<file path="src/rtl/mem_ctrl_pkg.sv">
// Shared definitions for the MEM-stage data memory: default geometry and the
// dump sequencer state encoding.
package mem_ctrl_pkg;

  localparam int DEFAULT_DATA_SIZE = 32;
  localparam int DEFAULT_BANK_SIZE = 32;
  localparam int DEFAULT_REG_SIZE  = 5;

  typedef enum logic [2:0] {
    ST_IDLE = 3'd0,
    ST_READ = 3'd1,
    ST_WAIT = 3'd2,
    ST_SEND = 3'd3,
    ST_DONE = 3'd4
  } dump_state_e;

endpackage

</file>
<file path="src/rtl/mem_dump_fsm.sv">
// Sequencer for a full data-memory dump: walks every address, captures the
// registered read data and offers each word over a valid/ready handshake.
module mem_dump_fsm
  import mem_ctrl_pkg::*;
#(
  parameter int DATA_SIZE = DEFAULT_DATA_SIZE,
  parameter int BANK_SIZE = DEFAULT_BANK_SIZE,
  parameter int REG_SIZE  = DEFAULT_REG_SIZE
) (
  input  logic                 i_clock,
  input  logic                 i_reset,
  input  logic                 i_dump_start,
  input  logic                 i_dump_ready,
  input  logic [DATA_SIZE-1:0] i_mem_read_data,
  output logic                 o_dump_valid,
  output logic [DATA_SIZE-1:0] o_dump_data,
  output logic [REG_SIZE-1:0]  o_dump_addr,
  output logic                 o_dump_busy,
  output logic                 o_dump_done,
  output logic                 o_mem_read,
  output logic [REG_SIZE-1:0]  o_counter
);

  localparam logic [REG_SIZE-1:0] LAST_ADDR = REG_SIZE'(BANK_SIZE - 1);

  dump_state_e          state, state_next;
  logic [REG_SIZE-1:0]  counter, counter_next;
  logic                 capture;

  // NOTE: sequential state uses non-blocking assignments only, so every
  // register samples the values from before this edge.
  always_ff @(posedge i_clock) begin
    if (!i_reset) begin
      state       <= ST_IDLE;
      counter     <= '0;
      o_dump_data <= '0;
      o_dump_addr <= '0;
    end else begin
      state   <= state_next;
      counter <= counter_next;
      if (capture) begin
        o_dump_data <= i_mem_read_data;
        o_dump_addr <= counter;
      end
    end
  end

  // NOTE: every signal driven here gets a default first; a missing branch
  // would otherwise infer a latch.
  always_comb begin
    state_next   = state;
    counter_next = counter;
    capture      = 1'b0;
    unique case (state)
      ST_IDLE: begin
        if (i_dump_start) begin
          counter_next = '0;
          state_next   = ST_READ;
        end
      end
      ST_READ: state_next = ST_WAIT;
      ST_WAIT: begin
        capture    = 1'b1;
        state_next = ST_SEND;
      end
      ST_SEND: begin
        if (i_dump_ready) begin
          // Terminal count is tested before incrementing, so the counter never wraps.
          if (counter == LAST_ADDR) begin
            state_next = ST_DONE;
          end else begin
            counter_next = counter + REG_SIZE'(1);
            state_next   = ST_READ;
          end
        end
      end
      ST_DONE: state_next = ST_IDLE;
      default: state_next = ST_IDLE;
    endcase
  end

  assign o_dump_valid = (state == ST_SEND);
  assign o_dump_busy  = (state != ST_IDLE);
  assign o_dump_done  = (state == ST_DONE);
  assign o_mem_read   = (state == ST_READ);
  assign o_counter    = counter;

endmodule

</file>
<file path="src/rtl/mem_data_ctrl.sv">
// MEM-stage data memory access controller: the pipeline owns the port while
// idle, the dump sequencer owns it (and stalls the pipeline) otherwise.
module mem_data_ctrl
  import mem_ctrl_pkg::*;
#(
  parameter int DATA_SIZE = DEFAULT_DATA_SIZE,
  parameter int BANK_SIZE = DEFAULT_BANK_SIZE,
  parameter int REG_SIZE  = DEFAULT_REG_SIZE
) (
  input  logic                 i_clock,
  input  logic                 i_reset,
  input  logic                 i_pipe_enable,
  input  logic                 i_pipe_write,
  input  logic                 i_pipe_read,
  input  logic [REG_SIZE-1:0]  i_pipe_addr,
  input  logic [DATA_SIZE-1:0] i_pipe_write_data,
  output logic [DATA_SIZE-1:0] o_pipe_read_data,
  output logic                 o_pipe_stall,
  input  logic                 i_dump_start,
  input  logic                 i_dump_ready,
  output logic                 o_dump_valid,
  output logic [DATA_SIZE-1:0] o_dump_data,
  output logic [REG_SIZE-1:0]  o_dump_addr,
  output logic                 o_dump_busy,
  output logic                 o_dump_done,
  output logic                 o_mem_enable,
  output logic                 o_mem_write,
  output logic                 o_mem_read,
  output logic [REG_SIZE-1:0]  o_mem_addr,
  output logic [DATA_SIZE-1:0] o_mem_write_data,
  input  logic [DATA_SIZE-1:0] i_mem_read_data
);

  logic                dump_read;
  logic [REG_SIZE-1:0] dump_counter;

  mem_dump_fsm #(
    .DATA_SIZE (DATA_SIZE),
    .BANK_SIZE (BANK_SIZE),
    .REG_SIZE  (REG_SIZE)
  ) u_dump_fsm (
    .i_clock         (i_clock),
    .i_reset         (i_reset),
    .i_dump_start    (i_dump_start),
    .i_dump_ready    (i_dump_ready),
    .i_mem_read_data (i_mem_read_data),
    .o_dump_valid    (o_dump_valid),
    .o_dump_data     (o_dump_data),
    .o_dump_addr     (o_dump_addr),
    .o_dump_busy     (o_dump_busy),
    .o_dump_done     (o_dump_done),
    .o_mem_read      (dump_read),
    .o_counter       (dump_counter)
  );

  // Selection follows the registered busy flag, so a pipeline access in the
  // same cycle as the start request still reaches the memory.
  always_comb begin
    o_mem_enable     = i_pipe_enable;
    o_mem_write      = i_pipe_write;
    o_mem_read       = i_pipe_read;
    o_mem_addr       = i_pipe_addr;
    o_mem_write_data = i_pipe_write_data;
    if (o_dump_busy) begin
      o_mem_enable     = 1'b1;
      o_mem_write      = 1'b0;
      o_mem_read       = dump_read;
      o_mem_addr       = dump_counter;
      o_mem_write_data = '0;
    end
  end

  assign o_pipe_read_data = i_mem_read_data;
  assign o_pipe_stall     = o_dump_busy;

endmodule

</file>
<file path="config.mk">
export PLATFORM = sky130hd
export DESIGN_NAME = mem_data_ctrl
export DESIGN_NICKNAME = d
export VERILOG_FILES = /design/src/rtl/mem_ctrl_pkg.sv /design/src/rtl/mem_dump_fsm.sv /design/src/rtl/mem_data_ctrl.sv
export SDC_FILE = /design/constraint.sdc
export NUM_CORES = 1
export LEC_CHECK = 0
export ABC_CLOCK_PERIOD_IN_PS = 2000
export CAP_MARGIN = 15
export CORE_UTILIZATION = 34
export CTS_BUF_LIST = sky130_fd_sc_hd__clkbuf_4 sky130_fd_sc_hd__clkbuf_8
export DETAILED_ROUTE_END_ITERATION = 8
export GPL_TIMING_DRIVEN = 0
export PLACE_DENSITY = 0.78
export SYNTH_ARGS = -nofsm -noshare
export SYNTH_HDL_FRONTEND = slang
export SYNTH_SLANG_ARGS = --single-unit
</file>
<file path="constraint.sdc">
create_clock -name i_clock -period 2 [get_ports i_clock]
set_input_delay 0.3 -clock i_clock [delete_from_list [all_inputs] [get_ports i_clock]]
set_output_delay 0.3 -clock i_clock [all_outputs]
set_load 0.02 [all_outputs]
</file>
## Yosys cells after proc, flatten, opt, wreduce, memory -nomap -nowiden

Index checks and enable logic that the tools add are counted.

| word-level totals | value |
|---|---|
| output and inout bits | 113 |
| flip-flop bits (word level) | 45 |

| operators by class | value |
|---|---|
| reduce and logical (&&, ||, !) cells | 5 |
| $add $sub $neg | 1 |
| mux-type cells | 14 |
| equality and inequality tests | 8 |

Operators with widths:

| kind | number |
|---|---|
| $mux 32 | 1 |
| $mux 5 | 4 |
| $pmux 3 s4 | 1 |
| $pmux 5 s2 | 1 |
| $mux 3 | 3 |
| $eq 3x2->1 const B | 2 |
| $ne 2x2->1 const B | 3 |
| $add 5x1->5 const B | 1 |
| $eq 5x5->1 const B | 1 |
| $mux 1 | 4 |
| $reduce_and 4->1 | 1 |
| $eq 3x1->1 const B | 1 |
| $eq 3x3->1 const B | 1 |
| $logic_not 3->1 | 1 |
| $reduce_bool 3->1 | 1 |
| $reduce_and 2->1 | 1 |
| $reduce_bool 2->1 | 1 |

## Longest topological paths before layout

| depth | value |
|---|---|
| depth after elaboration | 4 |
| mapped depth | 6 |
| gate-level depth less buffers | 6 |

## By module

A second synthesis with hierarchy kept.

| second synthesis, totals | value |
|---|---|
| cells, all modules | 288 |
| area, all modules | 2,364.8 um2 |

By module, submodules not included:

| module | cells each | area each (um2) | instances | sequential area each (um2) |
|---|---|---|---|---|
| mem_dump_fsm | 211 | 1,788.0 | 1 | 900.9 |
| mem_data_ctrl | 77 | 576.8 | 1 | 0.0 |

## Worst setup path after synthesis

Ideal clock, no wire load.

| timing | value |
|---|---|
| kind | register to register |
| start point | register u_dump_fsm.counter[0], in the netlist u_dump_fsm.o_counter[0] |
| end point | register u_dump_fsm.counter[1], in the netlist u_dump_fsm.o_counter[1] |
| setup time | 72 ps |
| data arrival time | 1,522 ps |
| setup slack | 407 ps |
| required time | 1,928 ps |
| cell stages (with the launch flop) | 7 |
| path through | dfxtp_1 ha_1 and3_1 ha_1 nand4b_1 a21oi_4 mux2i_1 |

| on the way | value |
|---|---|
| cells in the longest elaborated chain, start to end | 4 |
| elaborated cells on any way between the ends | 7 |
| classes of those cells | add/sub: 1; eq/ne: 2; mux: 3; reduce/logical: 1 |

RTL lines:

| item | line | source |
|---|---|---|
| start: declaration | mem_dump_fsm.sv:27 | `logic [REG_SIZE-1:0] counter, counter_next;` |
| start signal: assignment | mem_dump_fsm.sv:40 | `counter <= counter_next;` |
| $add 5x1->5 | mem_dump_fsm.sv:72 | `counter_next = counter + REG_SIZE'(1);` |
| $mux 5 | mem_dump_fsm.sv:69 | `if (counter == LAST_ADDR) begin` |
| $mux 5 | mem_dump_fsm.sv:67 | `if (i_dump_ready) begin` |
| $pmux 5 s2 | mem_dump_fsm.sv:54 | `unique case (state)` |

Several ways; a longest one is shown, not always the timed one. The select of a mux whose other input is x is not followed.
A chain may end at the register's enable or synchronous reset.

## Final worst setup path

| timing | value |
|---|---|
| start point | register u_dump_fsm.state[1] |
| end point | output port o_mem_addr[2] |

| on the way | value |
|---|---|
| cells in the longest elaborated chain, start to end | 2 |

RTL lines:

| item | line | source |
|---|---|---|
| start: declaration | mem_dump_fsm.sv:26 | `dump_state_e state, state_next;` |
| start signal: assignment | mem_dump_fsm.sv:39 | `state <= state_next;` |
| $reduce_bool 3->1 | mem_dump_fsm.sv:83 | `assign o_dump_busy = (state != ST_IDLE);` |
| $mux 5 | mem_data_ctrl.sv:64 | `if (o_dump_busy) begin` |
| end: declaration | mem_data_ctrl.sv:29 | `output logic [REG_SIZE-1:0] o_mem_addr,` |

Every way passes these cells.

==> run_results.csv <==
group,metric,value,unit
route,wl_met2,3910,microns
setup_path,critPathArrivalTime,1630,ps
setup_path,reg2reg_setup_slack,230,ps
route,via_per_inst,4.43,
logic_synthesis,syn_nets,368,
setup_path,start_kind,"flop",
clock_network,clkSinkCount,45,
min_path,holdPathStages,2,
route,num_vias,2590,
route,routed_wl,7400,microns
logic_synthesis,synth_top_area_frac,0.372,
floorplanning,ios,189,
setup_path,reg2reg_depth,6,
setup_path,rr_startpoint,"u_dump_fsm.o_counter[0]",
timing,period_share,0.965,
route,drc,0,
logic_synthesis,netlist_area,2420,sq um
route,top_layer_used,"met4",
place,finalWeightedCongestion,0.779,
power,peakVddDrop,0.274,mV
logic_synthesis,synth_edf_count,0,
floorplanning,initial_core_util,0.354,
timing,slew_violations,0,
floorplanning,die_x,86.3,microns
setup_path,cp_max_fo,6,
route,drtIter0Drc,48,
power,power_per_cell_area,565,nW/um^2
timing,max_slew_margin,0.655,
logic_synthesis,synth_top_area_cell,"dfxtp_1",
global_routing,antenna_found_initial,0,
global_routing,track_usage,0.192,
clock_network,ctsLongestPathBuffers,2,
place,port_buffers,188,
floorplanning,rows,30,
logic_synthesis,yosysWarnings,0,
route,route.met3.wl,725,microns
min_path,hold_path_class,"reg2reg",
setup_path,r2r_end,"u_dump_fsm.o_counter[1]",
logic_synthesis,ys_types,32,
min_path,hold_end,"u_dump_fsm.o_dump_data[23]",
logic_synthesis,synth_ff_type,"dfxtp_1",
clock_network,clk_pin_slew_worst_paths,80,ps
global_routing,grt_pass1_vias,2409,
clock_network,tritoncts,"done",
timing,fin_crit,1930,ps
logic_synthesis,yosys-top-cells-area,"dfxtp_1, nand2_1, buf_4",
floorplanning,die_h,86.3,microns
logic_synthesis,synthTopCellsByCount,"nand2_1, dfxtp_1, buf_4",
layout,fin_nets,567,
setup_path,endpoint_kind,"primary output",
timing,setup-violations-final,0,
layout,diodes,0,
route,drt-met1-wl,2690,microns
global_routing,grt_max_degree,14,
global_routing,grt_pass1_wl,11000,microns
setup_path,worstPathRequired,1700,ps
clock_network,clk_latency,290,ps
clock_network,cts-root-buf,"clkbuf_8",
floorplanning,coreArea,6830,sq um
route,first_pass_iters,4,
route,postRouteAntennaNets,0,
outcome,status,"finished clean",
timing,rsz0062_at_grt,"no",
timing,finalHoldViolations,0,
logic_synthesis,synthArstFlopShare,0,
logic_synthesis,ys_ff_latch,45,
global_routing,overflow,0,
route,routedWlPerCell,12.7,microns
place,hpwl,6050,microns
min_path,hold_path_startpoint,"u_dump_fsm.o_dump_data[23]",
setup_path,crit_type,"reg2out",
layout,fillers,613,
timing,fin_worst_skew,8.71,ps
timing,tns,0,ps
timing,fmax,0.518,GHz
logic_synthesis,syn_area_per_cell,8.34,sq um
layout,area_growth,86.6,%
run,drv_cap,0,
timing,whs,453,ps
logic_synthesis,yosysMostFrequentCell,"nand2_1",
timing,tightest_slew,517,ps
layout,layout-drive-gt1-share,0.150,
clock_network,cts_buffers,5,
logic_synthesis,netlist_instances,290,
power,p_leak,1.86,nW
clock_network,htreeDepth,2,
logic_synthesis,synth-seq-area-share,0.372,
floorplanning,die-area,7450,sq um
==> flip-flops by register name, summed over array words and instances, names as in the netlist <==
register                flops
u_dump_fsm.state            3
u_dump_fsm.o_dump_addr      5
u_dump_fsm.o_counter        5
u_dump_fsm.o_dump_data     32
==> routing by layer <==
metal,global-route usage,vias up
met5,0,-
met4,0.0500,0
met3,0.0752,7
met2,0.367,121
met1,0.192,1161
li1,-,1301
==> worst max path at each step <==
stage,from,to,slack [ps],cells past startpoint
after floorplan,u_dump_fsm.o_counter[0],u_dump_fsm.o_counter[1],410,6
after global placement,u_dump_fsm.state[2],o_mem_addr[4],-190,5
after detailed placement,u_dump_fsm.state[0],o_mem_addr[4],-190,5
after CTS,u_dump_fsm.state[2],o_mem_addr[0],-7,6
after global routing,u_dump_fsm.state[1],o_mem_addr[2],3,5
final,u_dump_fsm.state[1],o_mem_addr[2],70,5
==> cell families after synthesis <==
| family | Yosys count | synth area share |
|---|---|---|
| AND/OR/NAND/NOR | 139 | 0.282 |
| multiplexers | 7 | 0.0316 |
| AO/OA/AOI/OAI | 44 | 0.140 |
| flip-flops | 45 | 0.372 |
| adder cells (fa/ha/maj) | 2 | 0.0103 |
| buffers and inverters | 53 | 0.163 |
==> area by class of cell <==
| class | instances | area, sq um | area share |
|---|---|---|---|
| Buffer | 50 | 390 | 0.0865 |
| Clock buffer | 5 | 68.8 | 0.0152 |
| Clock inverter | 1 | 5.00 | 0.00111 |
| Inverter | 1 | 3.75 | 0.000832 |
| Multi-Input combinational cell | 192 | 1130 | 0.250 |
| Sequential cell | 45 | 908 | 0.201 |
| Tap cell | 96 | 120 | 0.0266 |
| Timing Repair Buffer | 194 | 1890 | 0.418 |
==> cell usage in the layout (no fill, tap or decap), types with 2 or more instances in the layout <==
master and n:
a21boi_0 7, a21boi_1 30, and2_1 33, and3_1 2, buf_2 2, buf_4 38
buf_6 14, clkbuf_1 5, clkbuf_4 2, clkbuf_8 5, clkdlybuf4s15_1 6, clkdlybuf4s50_1 145
dfxtp_1 43, dfxtp_4 2, dlygate4sd2_1 32, ha_1 2, mux2_2 5, mux2i_1 2
nand2_1 84, nand2b_1 2, nand3b_1 2, nand4b_1 3, nor2_1 4, nor3_1 2
o211ai_1 2
==> through the flow <==
stage	instance area [sq um]	worst slack (ps)	utilization	cells	power, mW
final	4510	70.3	0.661	584	2.55
after global placement	4420	-190	0.647	574	2.09
after detailed placement	4420	-192	0.647	574	2.10
after CTS	4470	-7.41	0.655	581	2.56
after global routing	4510	2.99	0.661	584	2.68
after floorplan	2420	407	-	290	1.54
==> timing repair <==
| item | in CTS | in global routing |
|---|---|---|
| endpoints found under the setup margin | 41 | 38 |
| hold buffers | 0 | 0 |
| gates cloned | 1 | 0 |
| setup buffers | 2 | 3 |
| pin swaps | 0 | 1 |
| resized for setup | 80 | 7 |
==> power by group <==
group / leakage, nW / internal [mW] / switching [mW] / total [mW]
Sequential: 0.367 / 0.942 / 0.0297 / 0.972
Clock: 0.0399 / 0.230 / 0.279 / 0.509
Combinational: 1.45 / 0.565 / 0.505 / 1.07
Total: 1.86 / 1.74 / 0.814 / 2.55
==> worst max-delay path, stage by stage (launching register included) <==
cell	delay, ps
dfxtp_4	370
nor3_4	250
buf_6	140
buf_6	110
mux2_2	320
buf_2	160
Power figures use the tool's default switching activity.
